===== config.mk =====
export PLATFORM = sky130hd
export DESIGN_NAME = dmem_arbiter_flat
export DESIGN_NICKNAME = d
export VERILOG_FILES = /design/src/rtl/dmem_arbiter_if.sv /design/src/rtl/dmem_arbiter.sv /design/src/flat_wrapper.sv
export SDC_FILE = /design/constraint.sdc
export NUM_CORES = 1
export LEC_CHECK = 0
export CORE_MARGIN = 10
export CORE_UTILIZATION = 43
export DETAILED_ROUTE_END_ITERATION = 8
export PLACE_DENSITY = 0.9
export SYNTH_ARGS = -nofsm -noshare
export SYNTH_HDL_FRONTEND = slang
export SYNTH_SLANG_ARGS = --single-unit

===== constraint.sdc =====
create_clock -name clk -period 5.53 [get_ports clk]
set_clock_uncertainty 0.15 [all_clocks]
set_input_delay 1.3825 -clock clk [delete_from_list [all_inputs] [get_ports clk]]
set_output_delay 1.3825 -clock clk [all_outputs]
set_load 0.005 [all_outputs]

===== src/rtl/dmem_arbiter_if.sv =====
// Bus bundle between the two requesters, the data-memory arbiter and the data memory.
// Arbiter takes the slave view; requesters and memory together take the master view.
interface dmem_arbiter_if #(
    parameter int WIDTH = 32
);
    logic             req0, req1;
    logic             we0, we1;
    logic [WIDTH-1:0] addr0, addr1;
    logic [WIDTH-1:0] wdata0, wdata1;
    logic             gnt0, gnt1;
    logic             done0, done1;
    logic             rvalid0, rvalid1;
    logic             err0, err1;
    logic [WIDTH-1:0] rdata;
    logic             memRead, memWrite;
    logic [WIDTH-1:0] memAddress, memWriteData;
    logic [WIDTH-1:0] memReadData;

    modport slave (
        input  req0, req1, we0, we1, addr0, addr1, wdata0, wdata1, memReadData,
        output gnt0, gnt1, done0, done1, rvalid0, rvalid1, err0, err1, rdata,
               memRead, memWrite, memAddress, memWriteData
    );

    modport master (
        output req0, req1, we0, we1, addr0, addr1, wdata0, wdata1, memReadData,
        input  gnt0, gnt1, done0, done1, rvalid0, rvalid1, err0, err1, rdata,
               memRead, memWrite, memAddress, memWriteData
    );
endinterface


===== src/rtl/dmem_arbiter.sv =====
// Two-port round-robin arbiter and sequencer in front of the single-port data memory.
//   state | meaning
//   IDLE  | waiting for a request; winner picked and strobe launched on the grant edge
//   ISSUE | memory strobe high for this cycle, memory acts on the falling edge
//   RESP  | done/rvalid/err pulse for the winner, read data captured
module dmem_arbiter #(
    parameter int WIDTH = 32,
    parameter int DEPTH = 512
) (
    input  logic           clk,
    input  logic           rst_n,
    dmem_arbiter_if.slave  bus
);
    typedef enum logic [1:0] {IDLE = 2'd0, ISSUE = 2'd1, RESP = 2'd2} state_t;

    state_t           state_q, state_d;
    logic             rr_q, rr_d;
    logic             win_q, win_d;
    logic             we_q, we_d;
    logic [WIDTH-1:0] addr_q, addr_d;
    logic [WIDTH-1:0] wdata_q, wdata_d;
    logic             grant;
    logic             in_range_d, in_range_q;

    logic             gnt0_q, gnt1_q, done0_q, done1_q;
    logic             rvalid0_q, rvalid1_q, err0_q, err1_q;
    logic             mem_rd_q, mem_wr_q;
    logic [WIDTH-1:0] rdata_q, mem_addr_q, mem_wdata_q;

    logic             gnt0_d, gnt1_d, done0_d, done1_d;
    logic             rvalid0_d, rvalid1_d, err0_d, err1_d;
    logic             mem_rd_d, mem_wr_d;
    logic [WIDTH-1:0] rdata_d, mem_addr_d, mem_wdata_d;

    assign in_range_d = (addr_d < WIDTH'(DEPTH));
    assign in_range_q = (addr_q < WIDTH'(DEPTH));

    always_ff @(posedge clk or negedge rst_n) begin
        if (!rst_n) begin
            state_q     <= IDLE;
            rr_q        <= 1'b0;
            win_q       <= 1'b0;
            we_q        <= 1'b0;
            addr_q      <= '0;
            wdata_q     <= '0;
            gnt0_q      <= 1'b0;
            gnt1_q      <= 1'b0;
            done0_q     <= 1'b0;
            done1_q     <= 1'b0;
            rvalid0_q   <= 1'b0;
            rvalid1_q   <= 1'b0;
            err0_q      <= 1'b0;
            err1_q      <= 1'b0;
            mem_rd_q    <= 1'b0;
            mem_wr_q    <= 1'b0;
            rdata_q     <= '0;
            mem_addr_q  <= '0;
            mem_wdata_q <= '0;
        end else begin
            state_q     <= state_d;
            rr_q        <= rr_d;
            win_q       <= win_d;
            we_q        <= we_d;
            addr_q      <= addr_d;
            wdata_q     <= wdata_d;
            gnt0_q      <= gnt0_d;
            gnt1_q      <= gnt1_d;
            done0_q     <= done0_d;
            done1_q     <= done1_d;
            rvalid0_q   <= rvalid0_d;
            rvalid1_q   <= rvalid1_d;
            err0_q      <= err0_d;
            err1_q      <= err1_d;
            mem_rd_q    <= mem_rd_d;
            mem_wr_q    <= mem_wr_d;
            rdata_q     <= rdata_d;
            mem_addr_q  <= mem_addr_d;
            mem_wdata_q <= mem_wdata_d;
        end
    end

    // rr_q = 1 means port 1 wins a tie; it only moves when someone is granted
    always_comb begin
        state_d = state_q;
        rr_d    = rr_q;
        win_d   = win_q;
        we_d    = we_q;
        addr_d  = addr_q;
        wdata_d = wdata_q;
        grant   = 1'b0;
        case (state_q)
            IDLE: begin
                if (bus.req0 || bus.req1) begin
                    grant   = 1'b1;
                    win_d   = bus.req1 && (!bus.req0 || rr_q);
                    rr_d    = ~win_d;
                    we_d    = win_d ? bus.we1    : bus.we0;
                    addr_d  = win_d ? bus.addr1  : bus.addr0;
                    wdata_d = win_d ? bus.wdata1 : bus.wdata0;
                    state_d = ISSUE;
                end
            end
            ISSUE:   state_d = RESP;
            RESP:    state_d = IDLE;
            default: state_d = IDLE;
        endcase
    end

    always_comb begin
        gnt0_d      = 1'b0;
        gnt1_d      = 1'b0;
        done0_d     = 1'b0;
        done1_d     = 1'b0;
        rvalid0_d   = 1'b0;
        rvalid1_d   = 1'b0;
        err0_d      = 1'b0;
        err1_d      = 1'b0;
        mem_rd_d    = 1'b0;
        mem_wr_d    = 1'b0;
        rdata_d     = rdata_q;
        mem_addr_d  = mem_addr_q;
        mem_wdata_d = mem_wdata_q;
        if (grant) begin
            gnt0_d      = ~win_d;
            gnt1_d      = win_d;
            mem_addr_d  = addr_d;
            mem_wdata_d = wdata_d;
            mem_rd_d    = in_range_d && !we_d;
            mem_wr_d    = in_range_d && we_d;
        end
        // leaving ISSUE: memReadData was produced on the falling edge of that cycle
        if (state_q == ISSUE) begin
            done0_d = ~win_q;
            done1_d = win_q;
            err0_d  = ~win_q && !in_range_q;
            err1_d  = win_q && !in_range_q;
            if (!we_q) begin
                rvalid0_d = ~win_q;
                rvalid1_d = win_q;
                rdata_d   = in_range_q ? bus.memReadData : '0;
            end
        end
    end

    assign bus.gnt0         = gnt0_q;
    assign bus.gnt1         = gnt1_q;
    assign bus.done0        = done0_q;
    assign bus.done1        = done1_q;
    assign bus.rvalid0      = rvalid0_q;
    assign bus.rvalid1      = rvalid1_q;
    assign bus.err0         = err0_q;
    assign bus.err1         = err1_q;
    assign bus.rdata        = rdata_q;
    assign bus.memRead      = mem_rd_q;
    assign bus.memWrite     = mem_wr_q;
    assign bus.memAddress   = mem_addr_q;
    assign bus.memWriteData = mem_wdata_q;
endmodule


===== src/flat_wrapper.sv =====
// flat-port wrapper written by rule: the top's interface ports become plain ports
module dmem_arbiter_flat 
#(
    parameter int WIDTH = 32,
    parameter int DEPTH = 512
)
  (clk, rst_n, bus_req0, bus_req1, bus_we0, bus_we1, bus_addr0, bus_addr1, bus_wdata0, bus_wdata1, bus_memReadData, bus_gnt0, bus_gnt1, bus_done0, bus_done1, bus_rvalid0, bus_rvalid1, bus_err0, bus_err1, bus_rdata, bus_memRead, bus_memWrite, bus_memAddress, bus_memWriteData);
  dmem_arbiter_if #(.WIDTH(WIDTH)) bus_i ();
  input  logic clk;
  input  logic rst_n;
  input wire logic [$bits(bus_i.req0)-1:0] bus_req0;
  input wire logic [$bits(bus_i.req1)-1:0] bus_req1;
  input wire logic [$bits(bus_i.we0)-1:0] bus_we0;
  input wire logic [$bits(bus_i.we1)-1:0] bus_we1;
  input wire logic [$bits(bus_i.addr0)-1:0] bus_addr0;
  input wire logic [$bits(bus_i.addr1)-1:0] bus_addr1;
  input wire logic [$bits(bus_i.wdata0)-1:0] bus_wdata0;
  input wire logic [$bits(bus_i.wdata1)-1:0] bus_wdata1;
  input wire logic [$bits(bus_i.memReadData)-1:0] bus_memReadData;
  output wire logic [$bits(bus_i.gnt0)-1:0] bus_gnt0;
  output wire logic [$bits(bus_i.gnt1)-1:0] bus_gnt1;
  output wire logic [$bits(bus_i.done0)-1:0] bus_done0;
  output wire logic [$bits(bus_i.done1)-1:0] bus_done1;
  output wire logic [$bits(bus_i.rvalid0)-1:0] bus_rvalid0;
  output wire logic [$bits(bus_i.rvalid1)-1:0] bus_rvalid1;
  output wire logic [$bits(bus_i.err0)-1:0] bus_err0;
  output wire logic [$bits(bus_i.err1)-1:0] bus_err1;
  output wire logic [$bits(bus_i.rdata)-1:0] bus_rdata;
  output wire logic [$bits(bus_i.memRead)-1:0] bus_memRead;
  output wire logic [$bits(bus_i.memWrite)-1:0] bus_memWrite;
  output wire logic [$bits(bus_i.memAddress)-1:0] bus_memAddress;
  output wire logic [$bits(bus_i.memWriteData)-1:0] bus_memWriteData;
  assign bus_i.req0 = bus_req0;
  assign bus_i.req1 = bus_req1;
  assign bus_i.we0 = bus_we0;
  assign bus_i.we1 = bus_we1;
  assign bus_i.addr0 = bus_addr0;
  assign bus_i.addr1 = bus_addr1;
  assign bus_i.wdata0 = bus_wdata0;
  assign bus_i.wdata1 = bus_wdata1;
  assign bus_i.memReadData = bus_memReadData;
  assign bus_gnt0 = bus_i.gnt0;
  assign bus_gnt1 = bus_i.gnt1;
  assign bus_done0 = bus_i.done0;
  assign bus_done1 = bus_i.done1;
  assign bus_rvalid0 = bus_i.rvalid0;
  assign bus_rvalid1 = bus_i.rvalid1;
  assign bus_err0 = bus_i.err0;
  assign bus_err1 = bus_i.err1;
  assign bus_rdata = bus_i.rdata;
  assign bus_memRead = bus_i.memRead;
  assign bus_memWrite = bus_i.memWrite;
  assign bus_memAddress = bus_i.memAddress;
  assign bus_memWriteData = bus_i.memWriteData;
  dmem_arbiter #(.WIDTH(WIDTH), .DEPTH(DEPTH)) u_core (.clk(clk), .rst_n(rst_n), .bus(bus_i));
endmodule

=== Word-level counts from Yosys, hierarchy flattened ===
Index checks and enable logic that the tools add are counted.

* Register bits: 175
* Word-level logic and storage cells: 68
* Input port bits: 166
* Output and inout bits: 106

* Reduce and logical (&&, ||, !) cells: 13
* Equal/unequal tests: 2
* Order comparisons: 2
* Bitwise gates (word level): 4
* Muxes and demuxes: 28

{| class="wikitable"
|+ Operators by type and width
! operator !! number
|-
| 32-bit two-way mux || 7
|-
| 32-bit by 10-bit less-than comparator with 1-bit output (second input constant) || 2
|-
| 1-bit two-way mux || 19
|-
| 1-bit logical AND || 5
|-
| 1-bit inverter || 4
|-
| 2-bit one-hot mux with 2 select lines || 1
|-
| 2-bit AND reduction || 2
|-
| 1-bit logical NOT || 3
|-
| 2-bit by 1-bit equality test with 1-bit output (second input constant) || 1
|-
| 2-bit logical NOT || 1
|-
| 1-bit logical OR || 2
|-
| 2-bit two-way mux || 1
|-
| 2-bit by 1-bit != test with 1-bit output (second input constant) || 1
|}

=== Logic depth before layout (Yosys ltp) ===
Gate-level depths: netlist of the first run.

* Word-level depth: 9
* Depth in mapped cells: 8
* Gate-level depth less buffers: 6

=== Least setup slack after synthesis of the first run ===
No wires, ideal clock.

* Path kind: input-to-reg
* From: input port bus_req1
* To: register u_core.mem_rd_q, in the netlist u_core.bus.memRead
* Arrival: 2.960 ns
* Stages on the path: 8
* Path buffers: 2
* Path slack: 2.319 ns
* Library setup time: 0.101 ns
* Required time: 5.279 ns
* Cell sequence: a211oi_1 -> and2_1 -> buf_6 -> buf_6 -> a222oi_1 -> nand4_1 -> or4_1 -> nor4_1

* Cells in the longest elaborated chain, start to end: 7
* Elaborated cells between the ends (all ways): 14
* Those cells by class: order compare (1); mux (9); reduce/logical (4)

{| class="wikitable"
|+ Ends and longest elaborated chain
! element !! line !! source
|-
| start: declaration || flat_wrapper.sv:12 || <nowiki>input wire logic [$bits(bus_i.req1)-1:0] bus_req1;</nowiki>
|-
| 1-bit logical AND || dmem_arbiter.sv:95 || <nowiki>win_d = bus.req1 && (!bus.req0 || rr_q);</nowiki>
|-
| 32-bit two-way mux or 1-bit two-way mux (tied branches) || dmem_arbiter.sv:98, dmem_arbiter.sv:97 ||
|-
| 32-bit two-way mux or 1-bit two-way mux (tied branches) || dmem_arbiter.sv:93 || <nowiki>if (bus.req0 || bus.req1) begin</nowiki>
|-
| 32-bit two-way mux or 1-bit two-way mux (tied branches) || dmem_arbiter.sv:91 || <nowiki>case (state_q)</nowiki>
|-
| 32-bit by 10-bit less-than comparator with 1-bit output or 1-bit logical NOT (tied branches) || dmem_arbiter.sv:35, dmem_arbiter.sv:128 ||
|-
| 1-bit logical AND || dmem_arbiter.sv:128 || <nowiki>mem_rd_d = in_range_d && !we_d;</nowiki>
|-
| 1-bit two-way mux * || dmem_arbiter.sv:123 || <nowiki>if (grant) begin</nowiki>
|-
| named net u_core.mem_rd_d || dmem_arbiter.sv:32 || <nowiki>logic mem_rd_d, mem_wr_d;</nowiki>
|-
| end signal: assignment || dmem_arbiter.sv:74 || <nowiki>mem_rd_q <= mem_rd_d;</nowiki>
|-
| end: declaration || dmem_arbiter.sv:27 || <nowiki>logic mem_rd_q, mem_wr_q;</nowiki>
|}

Mark *: on every way through the listed nets, which the timed path passes. The rest lies on a longest branch.
A chain may end at the register's enable or synchronous reset.

=== Final worst setup path of the first run ===
* From: input port bus_req0
* To: register u_core.mem_rd_q, in the netlist u_core.bus.memRead

* Cells in the longest elaborated chain, start to end: 9
* Elaborated cells between the ends (all ways): 16
* Those cells by class: order compare (1); mux (9); reduce/logical (6)

{| class="wikitable"
|+ Ends and longest elaborated chain
! element !! line !! source
|-
| start: declaration || flat_wrapper.sv:11 || <nowiki>input wire logic [$bits(bus_i.req0)-1:0] bus_req0;</nowiki>
|-
| 1-bit logical NOT || dmem_arbiter.sv:95 ||
|-
| 1-bit logical OR || dmem_arbiter.sv:95 ||
|-
| 1-bit logical AND || dmem_arbiter.sv:95 ||
|-
| 32-bit two-way mux || dmem_arbiter.sv:98 || <nowiki>addr_d = win_d ? bus.addr1 : bus.addr0;</nowiki>
|-
| 32-bit two-way mux * || dmem_arbiter.sv:93 ||
|-
| 32-bit two-way mux * || dmem_arbiter.sv:91 ||
|-
| named net u_core.addr_d[17] || dmem_arbiter.sv:20 || <nowiki>logic [WIDTH-1:0] addr_q, addr_d;</nowiki>
|-
| 32-bit by 10-bit less-than comparator with 1-bit output * || dmem_arbiter.sv:35 || <nowiki>assign in_range_d = (addr_d < WIDTH'(DEPTH));</nowiki>
|-
| 1-bit logical AND * || dmem_arbiter.sv:128 ||
|-
| 1-bit two-way mux * || dmem_arbiter.sv:123 ||
|-
| named net u_core.mem_rd_d || dmem_arbiter.sv:32 ||
|}

Marked as above.

==> flow_summary.toml, run 1 <==
[cells_and_area]
fill_cells = 881
syn2layout_area_growth_pct = 62.2
finalNonFillerCells = 942
seqCellArea_mm2 = 0.00335
final_util_pct = 71.0
antenna_cells = 0
multi_input_comb_area_mm2 = 0.00184
nets = 923
layout-drive-gt1-share_pct = 5.19

[detailed_routing]
dr.pass1.iters = 8
postRouteAntennaNets = 0
vias = 5095
viasPerCell = 5.41
route.detailed.drc = 0
drt-total-wl_um = 19300
wl_per_cell_um = 20.5
drt-initial-drc-count = 505

[global_routing]
grt_use_total_pct = 21.6
grt_overflow = 0
grt_pass1_wl_um = 30300
antenna_found_initial = 0
grt_pass1_vias = 5578
grt_start_max_net_pins = 91

[worst_setup_path]
r2r_setup_slack_ps = 2690
cp.arrival_ps = 4100
slowest_delay_ps = 610
path_class = "primary input to register"
required_ps = 5680
worst-path-max-fanout = 51
path_cells = "clkdlybuf4s50_1, nand2b_1, and3_4, buf_4, a22oi_1, nand2_1, or4_1, nor4_1"
cp-start-kind = "primary input"
crit_path_end_kind = "register"
slowest_stage = "clkdlybuf4s50_1"

[place]
dpl.cell_count = 909
portBuffers = 271
pre_cts_ws_ps = 1270
gp_congestion = 0.881
dp_hpwl_um = 14700

[clocking]
cts_root_buf = "clkbuf_16"
cts_tree = "built"
ctsResizeCount = 0
cts_setup_buffers = 0
clk-insertion-delay-late_ps = 410
htree_levels = 4
path_clk_slew_ps = 50
max-clock-path-buffers = 2
numCtsBuffers = 17
cts_hold_buffers = 0
clock-sinks = 134

[logic_synthesis]
synth_nets = 664
syn_inst = 498
synth_area_mm2 = 0.00550
synth.avg_cell_area_um2 = 11.0
yosys.cell_types.count = 30
yosys.area.top_type = "dfrtp_1"
synth.most_common_cell = "dfrtp_1"
synthTopCellsByArea = "dfrtp_1, a22o_1, a21o_1"
synth_edf_count = 0
synth-seq-area-share_pct = 61.0
synthArstFlopShare_pct = 100
synth_top_area_share_pct = 61.0
synth-seq-cells = 134
synthTopCellsByCount = "dfrtp_1, nand2_1, a21o_1"
yosysWarnings = 0
ys.flop_type = "dfrtp_1"

[status]
run_status = "complete, no violations"

[timing]
final_max_slew_viol_count = 0
maxSlewHeadroom_pct = 13.2
rsz0062_at_grt = "false"
final_hold_viol_count = 0
tightest_slew_ps = 1300
worst_slack_ps = 1580
fin_crit_sh_pct = 71.4
tns_ps = 0
period_needed_ps = 3950
finalSetupViolCount = 0
clock.fmax_ghz = 0.253

[floorplan]
start_util_pct = 43.8
die_area_mm2 = 0.0177
rows = 41
die_w_um = 133
pin_count = 272
die_h_um = 133
core_mm2 = 0.0126

[pwr]
p_sw_uw = 1390
p_sw_share_pct = 31.8
cellInternalPower_uw = 2970
p_clk_share_pct = 25.9
p_leak_uw = 0.00435
max-vdd-ir-drop_v = 0.000245
seqPwrFrac_pct = 35.5
p_per_area_mw_per_mm2 = 489
p_comb_share_pct = 38.7

[flow_run]
max_cap_violations = 0

[hold_path]
min_path_type = "register to register"
[area by class of cell]
type | count | area share, %
repair buffers | 278 | 31.1
multi-input cells | 288 | 20.6
flip-flops and latches | 134 | 37.6
clock buffers | 24 | 5.29
inverters | 38 | 1.60
clock inverters | 8 | 1.37
well taps | 172 | 2.41
[cell usage in the layout (no fill, tap or decap), types with 4 or more instances in the layout]
cell type,count
a21boi_0,9
a21o_1,42
a221o_1,4
a221oi_1,6
a222oi_1,19
a22o_1,41
a22oi_1,10
and3_1,4
buf_4,6
clkbuf_1,5
clkbuf_16,17
clkdlybuf4s50_1,270
dfrtp_1,134
inv_1,38
nand2_1,84
nand3_1,32
nor2_1,7
nor4_1,8
[sequential cells by signal, summed over array words and instances, names as in the netlist]
| register | flops |
|---|---|
| u_core.bus.memAddress | 32 |
| u_core.bus.memWriteData | 32 |
| u_core.bus.rdata | 32 |
| u_core.addr_q | 23 |
| u_core.state_q | 2 |
| u_core.bus.done0 | 1 |
| u_core.bus.done1 | 1 |
| u_core.bus.err0 | 1 |
| u_core.bus.err1 | 1 |
| u_core.bus.gnt0 | 1 |
| u_core.bus.gnt1 | 1 |
| u_core.bus.memRead | 1 |
| u_core.bus.memWrite | 1 |
| u_core.bus.rvalid0 | 1 |
| u_core.bus.rvalid1 | 1 |
| u_core.rr_q | 1 |
| u_core.we_q | 1 |
| u_core.win_q | 1 |
[logic make-up after synthesis]
family	count (synthesis)	synth area share, %
simple gates	155	12.9
flops	134	61.0
compound gates	133	20.2
buf+inv	76	5.87
[stage by stage]
stage	cell area, µm²	hold slack, ps	total power [µW]
final	8920	316	4360
after global routing	8920	337	4610
after CTS	8910	318	4400
after detailed placement	8310	306	3250
after global placement	8310	298	3170
after floorplan	5500	308	2350
[metal layers]
layer / up-vias / global-route usage, % / part of all wire [%]
met4: 0 / 8.59 / 2.3
met2: 296 / 36.7 / 50
met5: - / 0 / 0
li1: 2298 / - / -
met3: 34 / 8.27 / 9.8
met1: 2467 / 23.9 / 37
[power groups by stage]
stage                     registers [µW]  logic, µW  clock network [µW]
after global placement              1540       1630                   0
after global routing                1580       1830                1200
after CTS                           1550       1700                1150
final                               1550       1690                1130
after detailed placement            1550       1690                   0
after floorplan                     1530        821                   0
[worst paths after layout]
check	endpoint	depth (start not counted)	startpoint
hold reg to reg	u_core.bus.rdata[16]$_DFFE_PN0P_	2	u_core.bus.rdata[16]$_DFFE_PN0P_
setup / recovery	u_core.bus.memRead$_DFF_PN0_	8	bus_req0
max in group asynchronous	u_core.bus.memRead$_DFF_PN0_	2	rst_n
setup reg to reg	u_core.bus.memRead$_DFF_PN0_	6	u_core.rr_q$_DFFE_PN0P_
hold / removal	u_core.bus.rdata[16]$_DFFE_PN0P_	2	u_core.bus.rdata[16]$_DFFE_PN0P_
min in group asynchronous	u_core.bus.rdata[28]$_DFFE_PN0P_	1	rst_n
[critical path, delay by kind of cell]
family / cells / cell delay [ps]
and+or+nand+nor: 5 / 1480
AOI/OAI and AO/OA: 1 / 290
buffers and inverters: 2 / 930
No activity file was read; power rests on OpenSTA's default activity.
==> run 2, diff against run 1 <==
Settings changed: CORE_UTILIZATION 43 to 36, PLACE_DENSITY 0.9 to 0.81.
Clock period 5.53 ns to 3.2 ns, I/O delays scaled along.
==> run 2 against run 1 <==
Final cell count up 3.9%. Routed wire length down 3.7%. Design area up 3.1%. Critical path depth down 1. Die area up 16%. Power up 82%. Clock power up 94%. Global-route usage down 4.0 points. Worst hold slack worse by 71 ps. Flip-flop and latch count unchanged. Non-clock buffer count up 22. Highest routed layer unchanged.
==> flow_summary.toml, run 2 (synthesis gave the netlist of run 1 again) <==
[worst_setup_path]
cp_num_cells = 7
slowest_stage = "or4_1"
critical_path.top_delay_family = "simple AND/OR/NAND/NOR gates"
required_ps = 3340
path_cells = "clkdlybuf4s50_1, a211oi_1, and2_2, a222oi_1, nand4b_1, or4_1, nor4_1"
cp_num_buf_inv = 1
crit_path_end_kind = "register"
reg2reg_depth = 7
worst-path-max-fanout = 15
slowest_delay_ps = 540
path_class = "primary input to register"
cp.arrival_ps = 3210
cp-start-kind = "primary input"

[cells_and_area]
syn2layout_area_growth_pct = 67.2
nets = 945
antenna_cells = 0
layout-drive-gt1-share_pct = 8.34
mostFrequentLayoutCells = "clkdlybuf4s50_1, dfrtp_1, nand2_1"
final_common_cell = "clkdlybuf4s50_1"

[clocking]
clk-insertion-delay-late_ps = 420
max-clock-path-buffers = 2
path_clk_slew_ps = 60
cts_tree = "built"
numCtsBuffers = 17
ctsResizeCount = 0
cts_hold_buffers = 0
cts_setup_buffers = 0
cts_root_buf = "clkbuf_16"
clock-sinks = 134
htree_levels = 4

[timing]
hold_ws_ps = 244
worst_slack_ps = 132
tightest_slew_ps = 685
maxSlewHeadroom_pct = 54.4
fin_crit_sh_pct = 95.9
rsz0062_at_grt = "false"
final_hold_viol_count = 0
period_needed_ps = 3070
clock.fmax_ghz = 0.326
final_max_slew_viol_count = 0
finalSetupViolCount = 0

[floorplan]
die_area_mm2 = 0.0206
core_mm2 = 0.0151
die_h_um = 144
pin_count = 272
die_w_um = 144
start_util_pct = 36.5
rows = 45

[global_routing]
antenna_found_initial = 0
grt_use_total_pct = 17.6
grt_pass1_wl_um = 28300
grt_start_max_net_pins = 74
grt_pass1_vias = 5389
grt_overflow = 0

[place]
gp_congestion = 0.880
pre_cts_ws_ps = -203
portBuffers = 271
dp_hpwl_um = 14300

[detailed_routing]
dr.pass1.iters = 6
wl_met1_um = 7010
wl_per_cell_um = 19.0
dr.max_layer_used = "met4"
drt-total-wl_um = 18600
vias = 5009
postRouteAntennaNets = 0
drt-initial-drc-count = 301
viasPerCell = 5.12
route.met3.wl_um = 2110
wl_met2_um = 9100
route.detailed.drc = 0

[hold_path]
min_path_type = "primary input to async pin"

[flow_run]
max_cap_violations = 0

[status]
run_status = "complete, no violations"

[pwr]
p_leak_uw = 0.00450
max-vdd-ir-drop_v = 0.000446
p_per_area_mw_per_mm2 = 864
[run 2: changes by cell type in the layout (fill, tap and decap cells not counted)]
cell,previous run,this run
buf_12,0,2
bufinv_16,3,6
clkinvlp_4,0,1
clkinv_4,2,3
clkbuf_1,5,0
buf_4,6,27
clkbuf_8,2,1
buf_8,1,0
[run 2: report_power, final]
part | total (µW) | internal, µW | switching (µW)
clock network | 2190 | 1480 | 717
logic | 3100 | 1710 | 1400
registers | 2650 | 2310 | 342
[run 2: routing by layer]
metal / global-route usage [%] / up-vias
li1: - / 2343
met1: 19.2 / 2413
met2: 28.9 / 225
met3: 9.11 / 28
met4: 5.86 / 0
met5: 0 / -
[run 2: worst register-to-register path, stage by stage, from the launching register on]
cell      delay (ps)
dfrtp_1          400
nor2_1           260
and3_4           360
buf_4            170
a222oi_1         110
nand4b_1         200
or4_1            540
nor4_1           370
[run 2: through the flow]
stage          utilization, %  TNS [ps]  instance area [µm²]  std cells  total power, µW
6_report                 61.0         0                 9200        979             7950
2_1_floorplan               -         0                 5500        498             4070
4_1_cts                  61.0         0                 9200        979             8030
5_1_grt                  61.0         0                 9200        979             8420
3_5_place_dp             56.5      -393                 8530        948             5780
3_3_place_gp             56.5     -60.5                 8530        948             5730
[run 2: cell type report]
| class | instances | area (µm²) |
|---|---|---|
| Multi-Input combinational cell | 288 | 1840 |
| Tap cell | 188 | 235 |
| Fill cell | 1259 | 5890 |
| Sequential cell | 134 | 3350 |
| Clock inverter | 13 | 229 |
| Timing Repair Buffer | 300 | 2960 |
| Clock buffer | 18 | 439 |
| Inverter | 38 | 143 |
[run 2: worst paths after layout]
kind                                                        from                                endpoint  slack [ps]
worst max-delay path                                    bus_req1            u_core.bus.memRead$_DFF_PN0_         130
worst min-delay path                                       rst_n        u_core.bus.rdata[23]$_DFFE_PN0P_         240
worst max register to register     u_core.state_q[0]$_DFFE_PN0P_            u_core.bus.memRead$_DFF_PN0_         520
worst min register to register  u_core.bus.rdata[31]$_DFFE_PN0P_        u_core.bus.rdata[31]$_DFFE_PN0P_         310
max in group asynchronous                                  rst_n  u_core.bus.memWriteData[0]$_DFFE_PN0P_        1950
min in group clk                u_core.bus.rdata[31]$_DFFE_PN0P_        u_core.bus.rdata[31]$_DFFE_PN0P_         310
==> run 3, diff against run 2 <==
Settings changed: ABC_CLOCK_PERIOD_IN_PS set to 3200, CELL_PAD_IN_SITES_DETAIL_PLACEMENT set to 2, CELL_PAD_IN_SITES_GLOBAL_PLACEMENT set to 2, CORE_UTILIZATION 36 to 21, PLACE_DENSITY 0.81 to 0.8.
==> run 3 against run 2 <==
Non-clock buffer count up 4. Register-to-register slack better by 110 ps. Clock power down 4%. Combinational power up 5%. Maximum frequency up 0.42%.
==> flow_summary.toml, run 3 (synthesis gave the netlist of run 1 again) <==
[status]
run_status = "complete, no violations"

[clocking]
cts_tree = "built"
clk-insertion-delay-late_ps = 410
numCtsBuffers = 17
cts_hold_buffers = 0
htree_levels = 4
cts_root_buf = "clkbuf_16"
clock-sinks = 134
max-clock-path-buffers = 2
path_clk_slew_ps = 70

[floorplan]
start_util_pct = 21.2
die_area_mm2 = 0.0331
die_w_um = 182
pin_count = 272
rows = 59
die_h_um = 182
core_mm2 = 0.0259

[place]
place_area_mm2 = 0.00877
dp_hpwl_um = 18500
portBuffers = 271
dpl.cell_count = 1099
pre_cts_ws_ps = -287
gp_congestion = 0.778

[worst_setup_path]
required_ps = 3370
cp.arrival_ps = 3220
reg2reg_depth = 7
worst-path-max-fanout = 26
cp-start-kind = "primary input"
path_class = "primary input to register"
timing.rr.start = "u_core.state_q[0]$_DFFE_PN0P_"
r2r_setup_slack_ps = 630
timing.rr.end = "u_core.bus.memRead$_DFF_PN0_"
crit_path_end_kind = "register"

[cells_and_area]
syn2layout_area_growth_pct = 71.3
antenna_cells = 0
finalNonFillerCells = 1131
mostFrequentLayoutCells = "clkdlybuf4s50_1, dfrtp_1, nand2_1"
final_common_cell = "clkdlybuf4s50_1"
design_area_mm2 = 0.00942
nets = 949
layout-drive-gt1-share_pct = 9.30

[timing]
finalSetupViolCount = 0
maxSlewHeadroom_pct = 58.5
fin_crit_sh_pct = 95.5
final_hold_viol_count = 0
final_max_slew_viol_count = 0
period_needed_ps = 3060
tns_ps = 0
clock.fmax_ghz = 0.327
tightest_slew_ps = 617
worst_slack_ps = 145
rsz0062_at_grt = "false"

[detailed_routing]
drt-total-wl_um = 23600
viasPerCell = 4.58
wl_per_cell_um = 20.8
drt-initial-drc-count = 226
dr.pass1.iters = 6
postRouteAntennaNets = 0
route.detailed.drc = 0
vias = 5182

[flow_run]
max_cap_violations = 0

[global_routing]
grt_overflow = 0
grt_start_max_net_pins = 61
antenna_found_initial = 0
grt_pass1_vias = 6100
grt_use_total_pct = 14.0
grt_pass1_wl_um = 36500

[pwr]
p_leak_uw = 0.00451
max-vdd-ir-drop_v = 0.000322
p_per_area_mw_per_mm2 = 854

[hold_path]
min_path_type = "primary input to async pin"
## run 3: cell types whose count changed in the layout (fill, tap and decap cells not counted), sizes merged
cell      previous run  this run
inv                 38        44
buf                 30        34
bufinv               6         3
clkinv               6         3
clkinvlp             1         2
## run 3: worst max-delay path by stage
stage,slack [ps],startpoint,endpoint,cells after the start
final,140,bus_req1,u_core.bus.memRead$_DFF_PN0_,10
after global routing,9,bus_req1,u_core.bus.memWrite$_DFF_PN0_,8
after CTS,110,bus_req1,u_core.bus.memRead$_DFF_PN0_,8
after detailed placement,-290,bus_req1,u_core.bus.memRead$_DFF_PN0_,8
after global placement,-150,bus_req1,u_core.bus.memRead$_DFF_PN0_,8
after floorplan,570,bus_req1,u_core.bus.memRead$_DFF_PN0_,8
## run 3: per-stage QoR
step | total power [µW] | util (%) | hold WS (ps)
global route | 8620 | 36.4 | 224
global placement | 5910 | 33.8 | 299
floorplan | 4070 | - | 308
CTS | 8200 | 36.3 | 220
detailed placement | 6030 | 33.8 | 311
finish | 8040 | 36.4 | 198
## run 3: critical path, stage by stage
cell             delay, ps
clkdlybuf4s50_1        530
a211oi_1               120
and2_2                 230
buf_12                 160
buf_4                  150
buf_4                  210
a22oi_1                330
nand2_1                140
nand4bb_1              300
nor4_4                 250
## run 3: final cells by class
type	instances	area (µm²)
Clock inverter	14	189
Sequential cell	134	3350
Timing Repair Buffer	304	3010
Multi-Input combinational cell	288	1870
Inverter	38	143
Clock buffer	18	439
Tap cell	335	419
Fill cell	2754	16500
## run 3: metal layers
layer | vias to the layer above | wire [µm] | GRT usage, %
met5 | - | 0 | 0
met4 | 0 | 242 | 3.58
met3 | 12 | 1870 | 5.37
met2 | 202 | 11500 | 23.7
met1 | 2623 | 9950 | 16.2
li1 | 2345 | - | -
## run 3: timing repair
action,in CTS,in global routing
setup endpoints to repair,0,2
buffers inserted,0,0
gates resized for setup,0,4
## run 3: power by group
part	switching (µW)	internal [µW]	leakage [µW]
registers	363	2310	0.00171
logic	1520	1760	0.00250
clock network	826	1270	0.000302
